## config.mk

```make
export PLATFORM = sky130hd
export DESIGN_NAME = vdp_video_timing
export DESIGN_NICKNAME = d
export VERILOG_FILES = /design/src/rtl/vdp_timing_pkg.sv /design/src/rtl/vdp_timing_axis.sv /design/src/rtl/vdp_video_timing.sv
export SDC_FILE = /design/constraint.sdc
export NUM_CORES = 1
export LEC_CHECK = 0
export ABC_AREA = 0
export BUFFER_PORTS_ARGS = -buffer_cell sky130_fd_sc_hd__buf_2
export CORE_MARGIN = 1
export CORE_UTILIZATION = 52
export DETAILED_ROUTE_END_ITERATION = 10
export PLACE_DENSITY = 0.7
export SYNTH_ARGS = -nofsm -noshare
export SYNTH_HDL_FRONTEND = slang
export SYNTH_SLANG_ARGS = --single-unit
```

## constraint.sdc

```tcl
create_clock -name clk -period 7.97 [get_ports clk]
set_input_delay 0.797 -clock clk [delete_from_list [all_inputs] [get_ports clk]]
set_output_delay 0.797 -clock clk [all_outputs]
set_load 0.1 [all_outputs]
```

## src/rtl/vdp_timing_pkg.sv

```systemverilog
// vdp_timing_pkg: shared types, register map and field helper for the VDP raster timing generator.
package vdp_timing_pkg;

    // Region order is cyclic in enum order: FP -> SYNC -> BP -> ACTIVE -> FP.
    typedef enum logic [1:0] {
        ST_FP     = 2'd0,
        ST_SYNC   = 2'd1,
        ST_BP     = 2'd2,
        ST_ACTIVE = 2'd3
    } axis_state_t;

    localparam logic [3:0] ADDR_H_ACTIVE = 4'd0;
    localparam logic [3:0] ADDR_H_FP     = 4'd1;
    localparam logic [3:0] ADDR_H_SYNC   = 4'd2;
    localparam logic [3:0] ADDR_H_BP     = 4'd3;
    localparam logic [3:0] ADDR_V_ACTIVE = 4'd4;
    localparam logic [3:0] ADDR_V_FP     = 4'd5;
    localparam logic [3:0] ADDR_V_SYNC   = 4'd6;
    localparam logic [3:0] ADDR_V_BP     = 4'd7;
    localparam logic [3:0] ADDR_CONTROL  = 4'd8;
    localparam logic [3:0] ADDR_LINE_CMP = 4'd9;

    // One axis worth of region lengths; only the low axis-width bits are meaningful.
    typedef struct packed {
        logic [15:0] active;
        logic [15:0] fp;
        logic [15:0] sync;
        logic [15:0] bp;
    } axis_timing_t;

    // Truncate a written value to the field width; zero becomes one so no region is empty.
    function automatic logic [15:0] fit_field(input logic [15:0] data, input int unsigned width);
        logic [15:0] mask;
        logic [15:0] val;
        mask = 16'((32'd1 << width) - 32'd1);
        val  = data & mask;
        return (val == '0) ? 16'd1 : val;
    endfunction

endpackage

```

## src/rtl/vdp_timing_axis.sv

```systemverilog
// vdp_timing_axis: one raster axis -- position counter plus 4-region FSM.
// ACTIVE_FIRST=0 gives horizontal order (FP first), ACTIVE_FIRST=1 gives vertical order (ACTIVE first).
module vdp_timing_axis
    import vdp_timing_pkg::*;
#(
    parameter int unsigned W            = 11,
    parameter bit          ACTIVE_FIRST = 1'b0
) (
    input  logic         clk,
    input  logic         reset,
    input  logic         en,
    input  axis_timing_t cfg,
    output logic [W-1:0] pos,
    output axis_state_t  state,
    output axis_state_t  state_next,
    output logic         wrap
);

    localparam axis_state_t FIRST_STATE = ACTIVE_FIRST ? ST_ACTIVE : ST_FP;
    localparam axis_state_t LAST_STATE  = ACTIVE_FIRST ? ST_BP : ST_ACTIVE;
    localparam logic [W:0]   ONE_EXT     = (W+1)'(1);
    localparam logic [W-1:0] ONE         = W'(1);

    logic [W:0]   act_len, fp_len, sync_len, bp_len, base;
    logic [W:0]   end_fp, end_sync, end_bp, end_act, region_end;
    logic [W-1:0] pos_next;

    if (W < 16) begin : g_pad
        logic cfg_unused;
        assign cfg_unused = ^{cfg.active[15:W], cfg.fp[15:W], cfg.sync[15:W], cfg.bp[15:W]};
    end

    assign act_len  = {1'b0, cfg.active[W-1:0]};
    assign fp_len   = {1'b0, cfg.fp[W-1:0]};
    assign sync_len = {1'b0, cfg.sync[W-1:0]};
    assign bp_len   = {1'b0, cfg.bp[W-1:0]};

    // Last position of each region; the blanking regions start after active on the vertical axis.
    assign base     = ACTIVE_FIRST ? act_len : '0;
    assign end_fp   = base + fp_len - ONE_EXT;
    assign end_sync = base + fp_len + sync_len - ONE_EXT;
    assign end_bp   = base + fp_len + sync_len + bp_len - ONE_EXT;
    assign end_act  = ACTIVE_FIRST ? (act_len - ONE_EXT) : (end_bp + act_len);

    assign wrap = en && (state == LAST_STATE) && ({1'b0, pos} == region_end);

    // Next region and position: advance region at its last count, wrap after the final region.
    always_comb begin
        region_end = end_act;
        pos_next   = pos;
        state_next = state;
        case (state)
            ST_FP:   region_end = end_fp;
            ST_SYNC: region_end = end_sync;
            ST_BP:   region_end = end_bp;
            default: region_end = end_act;
        endcase
        if (en) begin
            pos_next = pos + ONE;
            if ({1'b0, pos} == region_end) begin
                case (state)
                    ST_FP:   state_next = ST_SYNC;
                    ST_SYNC: state_next = ST_BP;
                    ST_BP:   state_next = ST_ACTIVE;
                    default: state_next = ST_FP;
                endcase
                if (state == LAST_STATE) begin
                    pos_next = '0;
                end
            end
        end
    end

    // Position and region registers.
    always_ff @(posedge clk) begin
        if (reset) begin
            pos   <= '0;
            state <= FIRST_STATE;
        end else begin
            pos   <= pos_next;
            state <= state_next;
        end
    end

endmodule

```

## src/rtl/vdp_video_timing.sv

```systemverilog
// vdp_video_timing: runtime-reprogrammable raster timing generator with frame-atomic mode commit.
// Optional line-compare interrupt enabled by defining VDP_TIMING_LINE_IRQ_EN.
module vdp_video_timing
    import vdp_timing_pkg::*;
#(
    parameter int unsigned X_WIDTH   = 11,
    parameter int unsigned Y_WIDTH   = 10,
    parameter int unsigned H_ACTIVE  = 848,
    parameter int unsigned H_FP      = 16,
    parameter int unsigned H_SYNC    = 112,
    parameter int unsigned H_BP      = 112,
    parameter int unsigned V_ACTIVE  = 480,
    parameter int unsigned V_FP      = 6,
    parameter int unsigned V_SYNC    = 8,
    parameter int unsigned V_BP      = 23,
    parameter bit          HSYNC_POL = 1'b0,
    parameter bit          VSYNC_POL = 1'b0
) (
    input  logic               clk,
    input  logic               reset,
    input  logic               reg_write,
    input  logic [3:0]         reg_addr,
    input  logic [15:0]        reg_data,
    output logic [X_WIDTH-1:0] raster_x,
    output logic [Y_WIDTH-1:0] raster_y,
    output logic               hsync,
    output logic               vsync,
    output logic               active_display,
    output logic               line_ended,
    output logic               frame_ended,
    output logic               active_line_started,
    output logic               active_frame_ended,
    output logic               mode_pending,
    output logic               line_irq
);

    localparam axis_timing_t H_DEFAULT = '{active: 16'(H_ACTIVE), fp: 16'(H_FP),
                                           sync: 16'(H_SYNC), bp: 16'(H_BP)};
    localparam axis_timing_t V_DEFAULT = '{active: 16'(V_ACTIVE), fp: 16'(V_FP),
                                           sync: 16'(V_SYNC), bp: 16'(V_BP)};

    axis_timing_t h_stage, v_stage, h_cfg, v_cfg;
    logic         hpol_stage, vpol_stage, hpol_cfg, vpol_cfg, hpol_nx, vpol_nx;
    logic         write_hit, h_wrap, v_wrap, commit;
    axis_state_t  h_state, h_state_next, v_state, v_state_next;

    vdp_timing_axis #(.W(X_WIDTH), .ACTIVE_FIRST(1'b0)) u_h_axis (
        .clk(clk), .reset(reset), .en(1'b1), .cfg(h_cfg), .pos(raster_x),
        .state(h_state), .state_next(h_state_next), .wrap(h_wrap)
    );

    vdp_timing_axis #(.W(Y_WIDTH), .ACTIVE_FIRST(1'b1)) u_v_axis (
        .clk(clk), .reset(reset), .en(h_wrap), .cfg(v_cfg), .pos(raster_y),
        .state(v_state), .state_next(v_state_next), .wrap(v_wrap)
    );

    // The edge that wraps the raster to (0,0) is the commit edge; outputs for (0,0) use the new mode.
    assign commit  = v_wrap;
    assign hpol_nx = commit ? hpol_stage : hpol_cfg;
    assign vpol_nx = commit ? vpol_stage : vpol_cfg;

    // Decode which writes land in a staging register.
    always_comb begin
        write_hit = 1'b0;
        if (reg_write) begin
            case (reg_addr)
                ADDR_H_ACTIVE, ADDR_H_FP, ADDR_H_SYNC, ADDR_H_BP,
                ADDR_V_ACTIVE, ADDR_V_FP, ADDR_V_SYNC, ADDR_V_BP,
                ADDR_CONTROL:  write_hit = 1'b1;
`ifdef VDP_TIMING_LINE_IRQ_EN
                ADDR_LINE_CMP: write_hit = 1'b1;
`endif
                default:       write_hit = 1'b0;
            endcase
        end
    end

    // Staging set and pending flag; a write on the commit edge stays staged for the next frame.
    always_ff @(posedge clk) begin
        if (reset) begin
            h_stage      <= H_DEFAULT;
            v_stage      <= V_DEFAULT;
            hpol_stage   <= HSYNC_POL;
            vpol_stage   <= VSYNC_POL;
            mode_pending <= 1'b0;
        end else begin
            if (write_hit) begin
                mode_pending <= 1'b1;
            end else if (commit) begin
                mode_pending <= 1'b0;
            end
            if (reg_write) begin
                case (reg_addr)
                    ADDR_H_ACTIVE: h_stage.active <= fit_field(reg_data, X_WIDTH);
                    ADDR_H_FP:     h_stage.fp     <= fit_field(reg_data, X_WIDTH);
                    ADDR_H_SYNC:   h_stage.sync   <= fit_field(reg_data, X_WIDTH);
                    ADDR_H_BP:     h_stage.bp     <= fit_field(reg_data, X_WIDTH);
                    ADDR_V_ACTIVE: v_stage.active <= fit_field(reg_data, Y_WIDTH);
                    ADDR_V_FP:     v_stage.fp     <= fit_field(reg_data, Y_WIDTH);
                    ADDR_V_SYNC:   v_stage.sync   <= fit_field(reg_data, Y_WIDTH);
                    ADDR_V_BP:     v_stage.bp     <= fit_field(reg_data, Y_WIDTH);
                    ADDR_CONTROL: begin
                        hpol_stage <= reg_data[0];
                        vpol_stage <= reg_data[1];
                    end
                    default: ;
                endcase
            end
        end
    end

    // Committed set, copied from staging at the frame boundary.
    always_ff @(posedge clk) begin
        if (reset) begin
            h_cfg    <= H_DEFAULT;
            v_cfg    <= V_DEFAULT;
            hpol_cfg <= HSYNC_POL;
            vpol_cfg <= VSYNC_POL;
        end else if (commit) begin
            h_cfg    <= h_stage;
            v_cfg    <= v_stage;
            hpol_cfg <= hpol_stage;
            vpol_cfg <= vpol_stage;
        end
    end

    // Registered sync, blanking and strobes derived from the next raster position.
    always_ff @(posedge clk) begin
        if (reset) begin
            hsync               <= ~HSYNC_POL;
            vsync               <= ~VSYNC_POL;
            active_display      <= 1'b0;
            line_ended          <= 1'b0;
            frame_ended         <= 1'b0;
            active_line_started <= 1'b0;
            active_frame_ended  <= 1'b0;
        end else begin
            hsync               <= (h_state_next == ST_SYNC) ? hpol_nx : ~hpol_nx;
            vsync               <= (v_state_next == ST_SYNC) ? vpol_nx : ~vpol_nx;
            active_display      <= (h_state_next == ST_ACTIVE) && (v_state_next == ST_ACTIVE);
            line_ended          <= h_wrap;
            frame_ended         <= v_wrap;
            active_line_started <= (h_state == ST_BP) && (h_state_next == ST_ACTIVE);
            active_frame_ended  <= (v_state == ST_ACTIVE) && (v_state_next == ST_FP);
        end
    end

`ifdef VDP_TIMING_LINE_IRQ_EN
    logic [Y_WIDTH-1:0] cmp_stage, cmp_cfg, cmp_nx, y_wrapped;

    assign cmp_nx    = commit ? cmp_stage : cmp_cfg;
    assign y_wrapped = v_wrap ? '0 : raster_y + Y_WIDTH'(1);

    // Line-compare staging and committed value.
    always_ff @(posedge clk) begin
        if (reset) begin
            cmp_stage <= '0;
            cmp_cfg   <= '0;
        end else begin
            if (reg_write && (reg_addr == ADDR_LINE_CMP)) begin
                cmp_stage <= reg_data[Y_WIDTH-1:0];
            end
            if (commit) begin
                cmp_cfg <= cmp_stage;
            end
        end
    end

    // Pulse at the start of the compared line.
    always_ff @(posedge clk) begin
        if (reset) begin
            line_irq <= 1'b0;
        end else begin
            line_irq <= h_wrap && (y_wrapped == cmp_nx);
        end
    end
`else
    assign line_irq = 1'b0;
`endif

endmodule

```

==> results of run 1 <==
-- layout make-up --
type                       count  share of cell area
multi-input combinational   1208              0.5827
sequential                   205              0.2834
clock buffer                  32             0.04416
tap                          330             0.02852
inverter                     107             0.02774
timing repair buffer          56             0.02212
clock inverter                 7             0.01132
-- cells in the final DEF, fill, tap and decap left out, drive strengths merged, types with 8 or more instances in the layout --
cell type  count
nor3b         12
ha            94
inv          107
a211o         11
or3           18
mux2i        156
nand4         20
o21ai         44
a31oi         11
nor3          38
or2            9
buf           56
a211oi        15
xnor2         45
dfxtp        205
and3          20
o31ai          9
nand2b        16
a21o          11
o211ai        16
nand3         42
mux2           8
nand3b         8
nor2         197
clkbuf        32
nor4          10
o21a          14
a21oi         64
nor2b         11
and2          13
nand2        162
xor2          31
-- metal layers --
layer  share of wire  track usage
met5               0            0
met1            0.51       0.3703
met3           0.055      0.02605
met4           0.022      0.06732
met2            0.42       0.3642
-- registers in the layout, summed over array words and instances (netlist names), 2 cells and up --
| register | cells |
|---|---|
| u_v_axis.pos | 10 |
| u_v_axis.state | 2 |
| u_h_axis.pos | 11 |
| h_cfg | 44 |
| v_cfg | 40 |
| u_h_axis.state | 2 |
| h_stage | 44 |
| v_stage | 40 |
-- power breakdown --
group | switching (mW) | internal (mW)
combinational | 0.0579 | 0.0165
clock | 0.417 | 0.718
sequential | 0.00651 | 1.03
-- stage by stage --
step / hold slack (ps) / total power [mW] / area (um2)
6_report: 453.1 / 2.249 / 14480
5_1_grt: 472.3 / 2.313 / 14480
4_1_cts: 454.7 / 2.269 / 14480
3_5_place_dp: 446.7 / 1.135 / 13680
3_3_place_gp: 440.5 / 1.134 / 13680
2_1_floorplan: 435.7 / 1.114 / 13340
-- cell families (layout without fill, tap and decap cells) --
kind of cell / after synthesis / after routing / synth area share
multiplexers: 164 / 164 / 0.1241
AND/OR/NAND/NOR: 598 / 598 / 0.2169
adder cells (fa/ha/maj): 100 / 100 / 0.09717
other: 1 / 1 / 0.0002811
AO/OA/AOI/OAI: 267 / 267 / 0.1394
flip-flops: 205 / 205 / 0.3076
XOR/XNOR: 78 / 78 / 0.05346
buffers and inverters: 193 / 202 / 0.06106
-- worst register-to-register path, stage by stage (launching register included) --
cell and delay (ps):
dfxtp_1 420, ha_1 230, inv_1 70, fa_1 400, nand2b_1 180, a21oi_1 160
xor2_1 390, inv_1 160, ha_1 310, inv_1 40, ha_1 330, o21a_1 130
and2_1 210, o31ai_1 440, o21ai_0 200, xor2_1 170, ha_1 350, or2_2 320
o211a_1 210, a221oi_1 340, nor3_1 90, a21oi_1 140, nand4_1 180, nor4_4 540
and2_1 440, nand4_4 190, or3_1 400, a21oi_2 130
-- final timing paths --
path / startpoint / to / slack [ps] / depth (start not counted)
max: h_cfg[32] / u_v_axis.pos[9] / 740 / 27
min reg2reg: h_stage[53] / h_stage[53] / 450 / 2
max reg2reg: h_cfg[32] / u_v_axis.pos[9] / 740 / 27
min: h_stage[53] / h_stage[53] / 450 / 2
==> results.cfg, run 1 <==
[logic_synthesis]
synth.area.top_cells = dfxtp_1, mux2i_1, ha_1
async_flop_share = 0
yosys_register_bits = 205
yosys-top-cells-count = dfxtp_1, nor2_1, nand2_1
synth_edf_count = 0
synth.most_common_cell = dfxtp_1
syn-instance-count = 1606
synth_nets = 1729
yosys_warnings = 0
synth-seq-area-share = 0.3076
syn_area_per_cell_um2 = 8.307
synth_area_um2 = 13340
synth_top_cell_by_area = dfxtp_1
synth_flop_cell = dfxtp_1
synth_top_area_share = 0.3076
netlist-cell-type-count = 96

[timing]
skew_ps = 20.08
timing.fmax_mhz = 138.4
setup-tns-final_ps = 0
final-max-slew-violation-count = 0
period_minus_slack_ps = 7228
maxSlewHeadroom = 0.2776
hold_violations = 0
period_share = 0.9069
tightest_slew_ps = 1078
worst_slack_ps = 742.2
setup-violations-final = 0
grt_setup_unrepaired = no

[job]
cap_violations = 0

[clock_network]
cts_buffers = 23
cts_buffer_depth = 3
cts-htree-levels = 1
ctsHoldBuffers = 0
clkLatencyLatePin_ps = 520
post_cts_buffers = 0
cts_tree = built
cts_resized = 0
clkTransAtPathRegs_ps = 70
cts.sinks = 205
cts_root_buf = clkbuf_16

[final_layout]
drive_above_1_share = 0.08421
multi_input_area_um2 = 8437
num_antenna_cells = 0
fin_cells = 1945
fillers = 2276
fin_nets = 1724
area_delta_synth_final_pct = 8.535
seq_area_um2 = 4104
post-route-util = 0.5750

[die]
die-width_um = 162.2
die_area_um2 = 26300
row_count = 58
die_h_um = 162.2
core_area_um2 = 25180
start_util = 0.5298
ios = 53

[place]
dp.cells = 1906
portBuffers = 46
dp_hpwl_mm = 23.69
gp_congestion = 0.8632
pre_cts_slack_ps = 887.1

[grt]
antenna_found_initial = 0
grt_max_degree = 102
grt_pass1_wl_mm = 51.94
gr-usage-all-layers = 0.2449
globalRoute.totalOverflow = 0
grt_pass1_vias = 10010

[worst_setup_path]
worstPathRequired_ps = 8430
crit_family = simple AND/OR/NAND/NOR gates
slowest_stage = nor4_4
path_max_fanout = 9
critical_path.max_stage_delay_ps = 530
crit_top_cell = ha_1
path_class = reg -> reg
arrival_ps = 7690
critPathLaunchType = flip-flop
critPathBufInv = 3
end_kind = flip-flop

[run_status]
outcome = finished, final reports clean

[route]
drt_wl_total_mm = 32.49
vias = 11230
drtIter0Drc = 814
drc = 0
vias_per_cell = 5.772
antenna_left = 0
drt_pass1_iterations = 5
wl_per_cell_um = 16.70

[power]
vdd_ir_drop_max_mv = 0.1642
p_per_area_nw_per_um2 = 155.3
power_leakage_nw = 6.581

[worst_hold_path]
worst_hold_path_type = reg -> reg
No activity file was read; power rests on OpenSTA's default activity.
==> run 2: changes to the inputs <==
--- a/config.mk
+++ b/config.mk
@@ -11,6 +11,7 @@
 export CORE_UTILIZATION = 52
 export DETAILED_ROUTE_END_ITERATION = 10
 export PLACE_DENSITY = 0.7
+export REMOVE_ABC_BUFFERS = 1
 export SYNTH_ARGS = -nofsm -noshare
 export SYNTH_HDL_FRONTEND = slang
 export SYNTH_SLANG_ARGS = --single-unit
==> results.cfg, run 2 (synthesis results as in run 1) <==
[die]
core_area_um2 = 25180
die_area_um2 = 26300
start_util = 0.5298
die-width_um = 162.2
die_h_um = 162.2
ios = 53
row_count = 58

[clock_network]
cts_resized = 0
cts_tree = built
post_cts_buffers = 0
cts_buffer_depth = 3
clkLatencyLatePin_ps = 510
cts-htree-levels = 1
ctsHoldBuffers = 0
cts.sinks = 205
cts_buffers = 23
clkTransAtPathRegs_ps = 60
cts_root_buf = clkbuf_16

[timing]
tightest_slew_ps = 1167
hold_violations = 0
setup-tns-final_ps = 0
period_minus_slack_ps = 7319
period_share = 0.9183
final-max-slew-violation-count = 0
maxSlewHeadroom = 0.2187
grt_setup_unrepaired = no
skew_ps = 12.92
setup-violations-final = 0
timing.fmax_mhz = 136.6

[power]
power.share.combinational = 0.036
vdd_ir_drop_max_mv = 0.1613
clkPwrFrac = 0.477
p_sw_uw = 487.2
p_per_area_nw_per_um2 = 148.4
power_leakage_nw = 6.515
swShare = 0.2285
intPower_mw = 1.645
p_seq_frac = 0.487

[worst_setup_path]
ff2ff_path_depth = 27
crit_top_cell = ha_1
arrival_ps = 7680
cp-startpoint = h_cfg[32]
worstPathRequired_ps = 8330
slowest_stage = nor4_4
end_kind = flip-flop
path_class = reg -> reg
path_max_fanout = 74
critPathLaunchType = flip-flop
critical_path.max_stage_delay_ps = 480
r2r-start = h_cfg[32]

[final_layout]
area_delta_synth_final_pct = 7.700
final_common_cell = dfxtp_1
drive_above_1_share = 0.08328
final_cell_mix = dfxtp_1, nor2_1, nand2_1
post-route-util = 0.5706
fin_nets = 1720
reg_top3 = h_cfg x44, h_stage x44

[worst_hold_path]
min-delay-start = mode_pending
worst_hold_path_type = reg -> reg
holdPathStages = 2

[route]
drtIter0Drc = 816
highest_layer = met5
vias_per_cell = 5.707
drc = 0
drt_pass1_iterations = 7
drt_wl_total_mm = 32.39
met2_length_mm = 13.98
vias = 11070
antenna_left = 0
wl_per_cell_um = 16.70
routedLengthMet1_mm = 16.04
routed-wl-met3_mm = 1.613

[place]
dp_hpwl_mm = 23.76
gp_congestion = 0.8959
portBuffers = 46

[grt]
grt_pass1_wl_mm = 51.29
gr-usage-all-layers = 0.2430
grt_max_degree = 86
grt_pass1_vias = 9809
antenna_found_initial = 1
globalRoute.totalOverflow = 0

[run_status]
outcome = finished, final reports clean

[job]
cap_violations = 0
-- run 2: worst max-delay path: cells and delay by family, from the launching register on --
| kind | cells | cell delay (ps) |
|---|---|---|
| AND/OR/NAND/NOR | 8 | 1980 |
| multiplexers | 1 | 220 |
| AO/OA/AOI/OAI | 7 | 1600 |
| flip-flops | 1 | 430 |
| adder cells (fa/ha/maj) | 5 | 1590 |
| buffers and inverters | 4 | 710 |
| XOR/XNOR | 2 | 590 |
-- run 2: through the flow --
step                hold slack (ps)  power, mW  std cells  instance area (um2)  worst slack [ps]
floorplan                     429.6      1.097       1520                12930             481.0
global placement              435.9      1.136       1902                13650             798.5
detailed placement            439.9      1.138       1902                13650             771.9
CTS                           448.6      2.148       1939                14370             737.3
global route                  471.6      2.201       1939                14370             129.7
finish                        448.0      2.132       1940                14370             650.9
-- run 2: layout make-up --
class,count,area [um2]
fillers,2282,10810
multi-input cells,1208,8442
flip-flops and latches,205,4104
clock buffers,30,641.9
well taps,330,412.9
inverters,107,401.6
repair buffers,52,290.3
clock inverters,7,72.57
diodes,1,2.502
-- run 2: layer usage --
metal,vias to the layer above,GRT usage
met5,-,0
met3,42,0.02835
met4,2,0.06775
met2,257,0.3806
li1,5599,-
met1,5171,0.3495
-- run 2: path summary, 6_finish.rpt --
check	endpoint	slack (ps)
hold / removal	mode_pending	450
setup / recovery	h_cfg[41]	650
hold reg to reg	mode_pending	450
setup reg to reg	h_cfg[41]	650
-- run 2: power groups by stage --
stage | logic, mW | clock network, mW | registers [mW]
2_1_floorplan | 0.0256 | 0 | 1.07
3_3_place_gp | 0.0750 | 0 | 1.06
3_5_place_dp | 0.0763 | 0 | 1.06
4_1_cts | 0.0766 | 1.03 | 1.04
5_1_grt | 0.0819 | 1.08 | 1.04
6_report | 0.0767 | 1.02 | 1.04
==> run 3: changes to the inputs <==
--- a/config.mk
+++ b/config.mk
@@ -9,9 +9,12 @@
 export BUFFER_PORTS_ARGS = -buffer_cell sky130_fd_sc_hd__buf_2
 export CORE_MARGIN = 1
 export CORE_UTILIZATION = 52
+export CTS_CLUSTER_SIZE = 25
 export DETAILED_ROUTE_END_ITERATION = 10
 export PLACE_DENSITY = 0.7
 export REMOVE_ABC_BUFFERS = 1
+export SETUP_SLACK_MARGIN = 0.4
 export SYNTH_ARGS = -nofsm -noshare
 export SYNTH_HDL_FRONTEND = slang
+export SYNTH_HIERARCHICAL = 1
 export SYNTH_SLANG_ARGS = --single-unit
==> results.cfg, run 3 <==
[logic_synthesis]
synth.most_common_cell = dfxtp_1
synth.area.top_cells = dfxtp_1, ha_1, mux2i_1
synth_area_um2 = 13570
synth_top_cell_by_area = dfxtp_1
synth_flop_cell = dfxtp_1
yosys_register_bits = 205
syn_area_per_cell_um2 = 8.353
syn-instance-count = 1624
yosys_warnings = 6
synth_edf_count = 0
yosys-top-cells-count = dfxtp_1, a21oi_1, inv_1, nor2_1, o21ai_0
synth-seq-area-share = 0.3025
netlist-cell-type-count = 96
async_flop_share = 0
synth_top_area_share = 0.3025

[grt]
antenna_found_initial = 0
gr-usage-met3 = 0.02793
grt_max_degree = 109
use_met1 = 0.3363
met2_usage = 0.4665
gr-usage-all-layers = 0.2659
grt_pass1_vias = 11120
globalRoute.totalOverflow = 0
grt_pass1_wl_mm = 57.09
grt.busiest_layer = met2

[worst_setup_path]
path_max_fanout = 8
end_kind = flip-flop
critical_path.max_stage_delay_ps = 510
ff2ff_path_depth = 31
worstPathRequired_ps = 8370
arrival_ps = 7690
critPathLaunchType = flip-flop
cp-startpoint = h_cfg[32]
r2r-start = h_cfg[32]
regToRegEndpoint = hsync
path_class = reg -> reg
crit_top_cell = inv_1
rrSetupSlack_ps = 680
slowest_stage = or4_1

[clock_network]
cts_root_buf = clkbuf_16
cts_buffer_depth = 3
clkLatencyLatePin_ps = 520
cts-htree-levels = 1
cts_tree = built
cts.sinks = 205
clkTransAtPathRegs_ps = 60
cts_buffers = 24

[timing]
skew_ps = 16.50
period_minus_slack_ps = 7292
hold_violations = 0
final-max-slew-violation-count = 0
maxSlewHeadroom = 0.2351
period_share = 0.9150
timing.fmax_mhz = 137.1
setup-violations-final = 0
grt_setup_unrepaired = no
tightest_slew_ps = 1144

[die]
die-width_um = 163.5
die_area_um2 = 26740
core_area_um2 = 25400
start_util = 0.5341
ios = 53
die_h_um = 163.5
row_count = 58

[worst_hold_path]
worst_hold_path_type = reg -> reg
whs_endpoint = h_stage[4]
min-delay-start = h_stage[4]
holdPathStages = 1

[route]
vias = 11880
antenna_left = 0
drtIter0Drc = 1036
drt_wl_total_mm = 36.05
wl_per_cell_um = 18.17
vias_per_cell = 5.989
drc = 0
drt_pass1_iterations = 5

[final_layout]
num_antenna_cells = 0
area_delta_synth_final_pct = 10.35
drive_above_1_share = 0.1070
final_common_cell = dfxtp_1
fin_nets = 1758
reg_top3 = h_cfg x44, h_stage x44
final_cell_mix = dfxtp_1, a21oi_1, nor2_1
post-route-util = 0.5894
fin_area_um2 = 14970

[power]
p_per_area_nw_per_um2 = 151.5
power_leakage_nw = 5.858
vdd_ir_drop_max_mv = 0.1511

[job]
cap_violations = 0

[run_status]
outcome = finished, final reports clean

[place]
dp_hpwl_mm = 25.37
gp_congestion = 0.8989
dpl_cell_area_um2 = 13940
portBuffers = 46
## run 3: logic make-up (layout without fill, tap and decap cells)
kind of cell	Yosys count	in the layout	synth area share
AOI/OAI and AO/OA	452	452	0.2253
xor gates and xnor gates	73	73	0.05027
adders and majority gates	99	99	0.09463
buffers and inverters	215	239	0.06724
DFF	205	205	0.3025
muxes	82	82	0.06115
other	2	8	0.0005536
and+or+nand+nor	496	496	0.1983
## run 3: worst max-delay path by stage
| stage | endpoint | cells after the start |
|---|---|---|
| 2_1_floorplan | mode_pending | 29 |
| 3_3_place_gp | mode_pending | 29 |
| 3_5_place_dp | mode_pending | 29 |
| 4_1_cts | h_cfg[6] | 30 |
| 5_1_grt | hsync | 33 |
| 6_report | hsync | 31 |
## run 3: per-layer routing
metal / up-vias / wire, um
met4: 0 / 1280
met1: 5641 / 16040
met5: - / 0
li1: 5881 / -
met2: 280 / 17420
met3: 80 / 1322
## run 3: area by class of cell
cell class                      count  area (um2)
Clock buffer                       37       730.7
Inverter                          118       446.7
Tap cell                          330       412.9
Clock inverter                      7       92.59
Multi-Input combinational cell   1210        8630
Fill cell                        2331       10430
Timing Repair Buffer               77       551.8
Sequential cell                   205        4105
## run 3: where the power goes
group	leakage (nW)	total, mW	internal, mW	switching, mW
combinational	3.80	0.0966	0.0190	0.0775
clock	0.407	1.13	0.695	0.438
sequential	1.66	1.04	1.03	0.00581
total	5.86	2.27	1.75	0.521
## run 3: repair_timing
| action | 4_1_cts | 5_1_grt |
|---|---|---|
| gates resized for setup | 2 | 13 |
| gates cloned | 0 | 1 |
| hold buffers | 0 | 0 |
| pin swaps | 1 | 3 |
| buffers inserted | 3 | 10 |
| setup endpoints to repair | 79 | 97 |
## run 3: stage by stage
| step | hold slack [ps] | TNS, ps | power [mW] | setup slack [ps] | cells |
|---|---|---|---|---|---|
| floorplan | 426.7 | -197990 | 1.103 | -2959 | 1533 |
| global placement | 436.5 | 0 | 1.155 | 360.6 | 1926 |
| detailed placement | 440.9 | 0 | 1.157 | 192.7 | 1926 |
| CTS | 453.5 | 0 | 2.283 | 469.6 | 1973 |
| global route | 473.4 | 0 | 2.333 | 322.2 | 1984 |
| finish | 450.6 | 0 | 2.269 | 677.6 | 1984 |
## run 3: worst max-delay path: cells and delay by family (launching register included)
| kind | cells | cell delay [ps] |
|---|---|---|
| muxes | 2 | 430 |
| adders and majority gates | 5 | 1530 |
| xor gates and xnor gates | 3 | 700 |
| AOI/OAI and AO/OA | 7 | 1510 |
| buffers and inverters | 7 | 720 |
| DFF | 1 | 370 |
| and+or+nand+nor | 7 | 1890 |
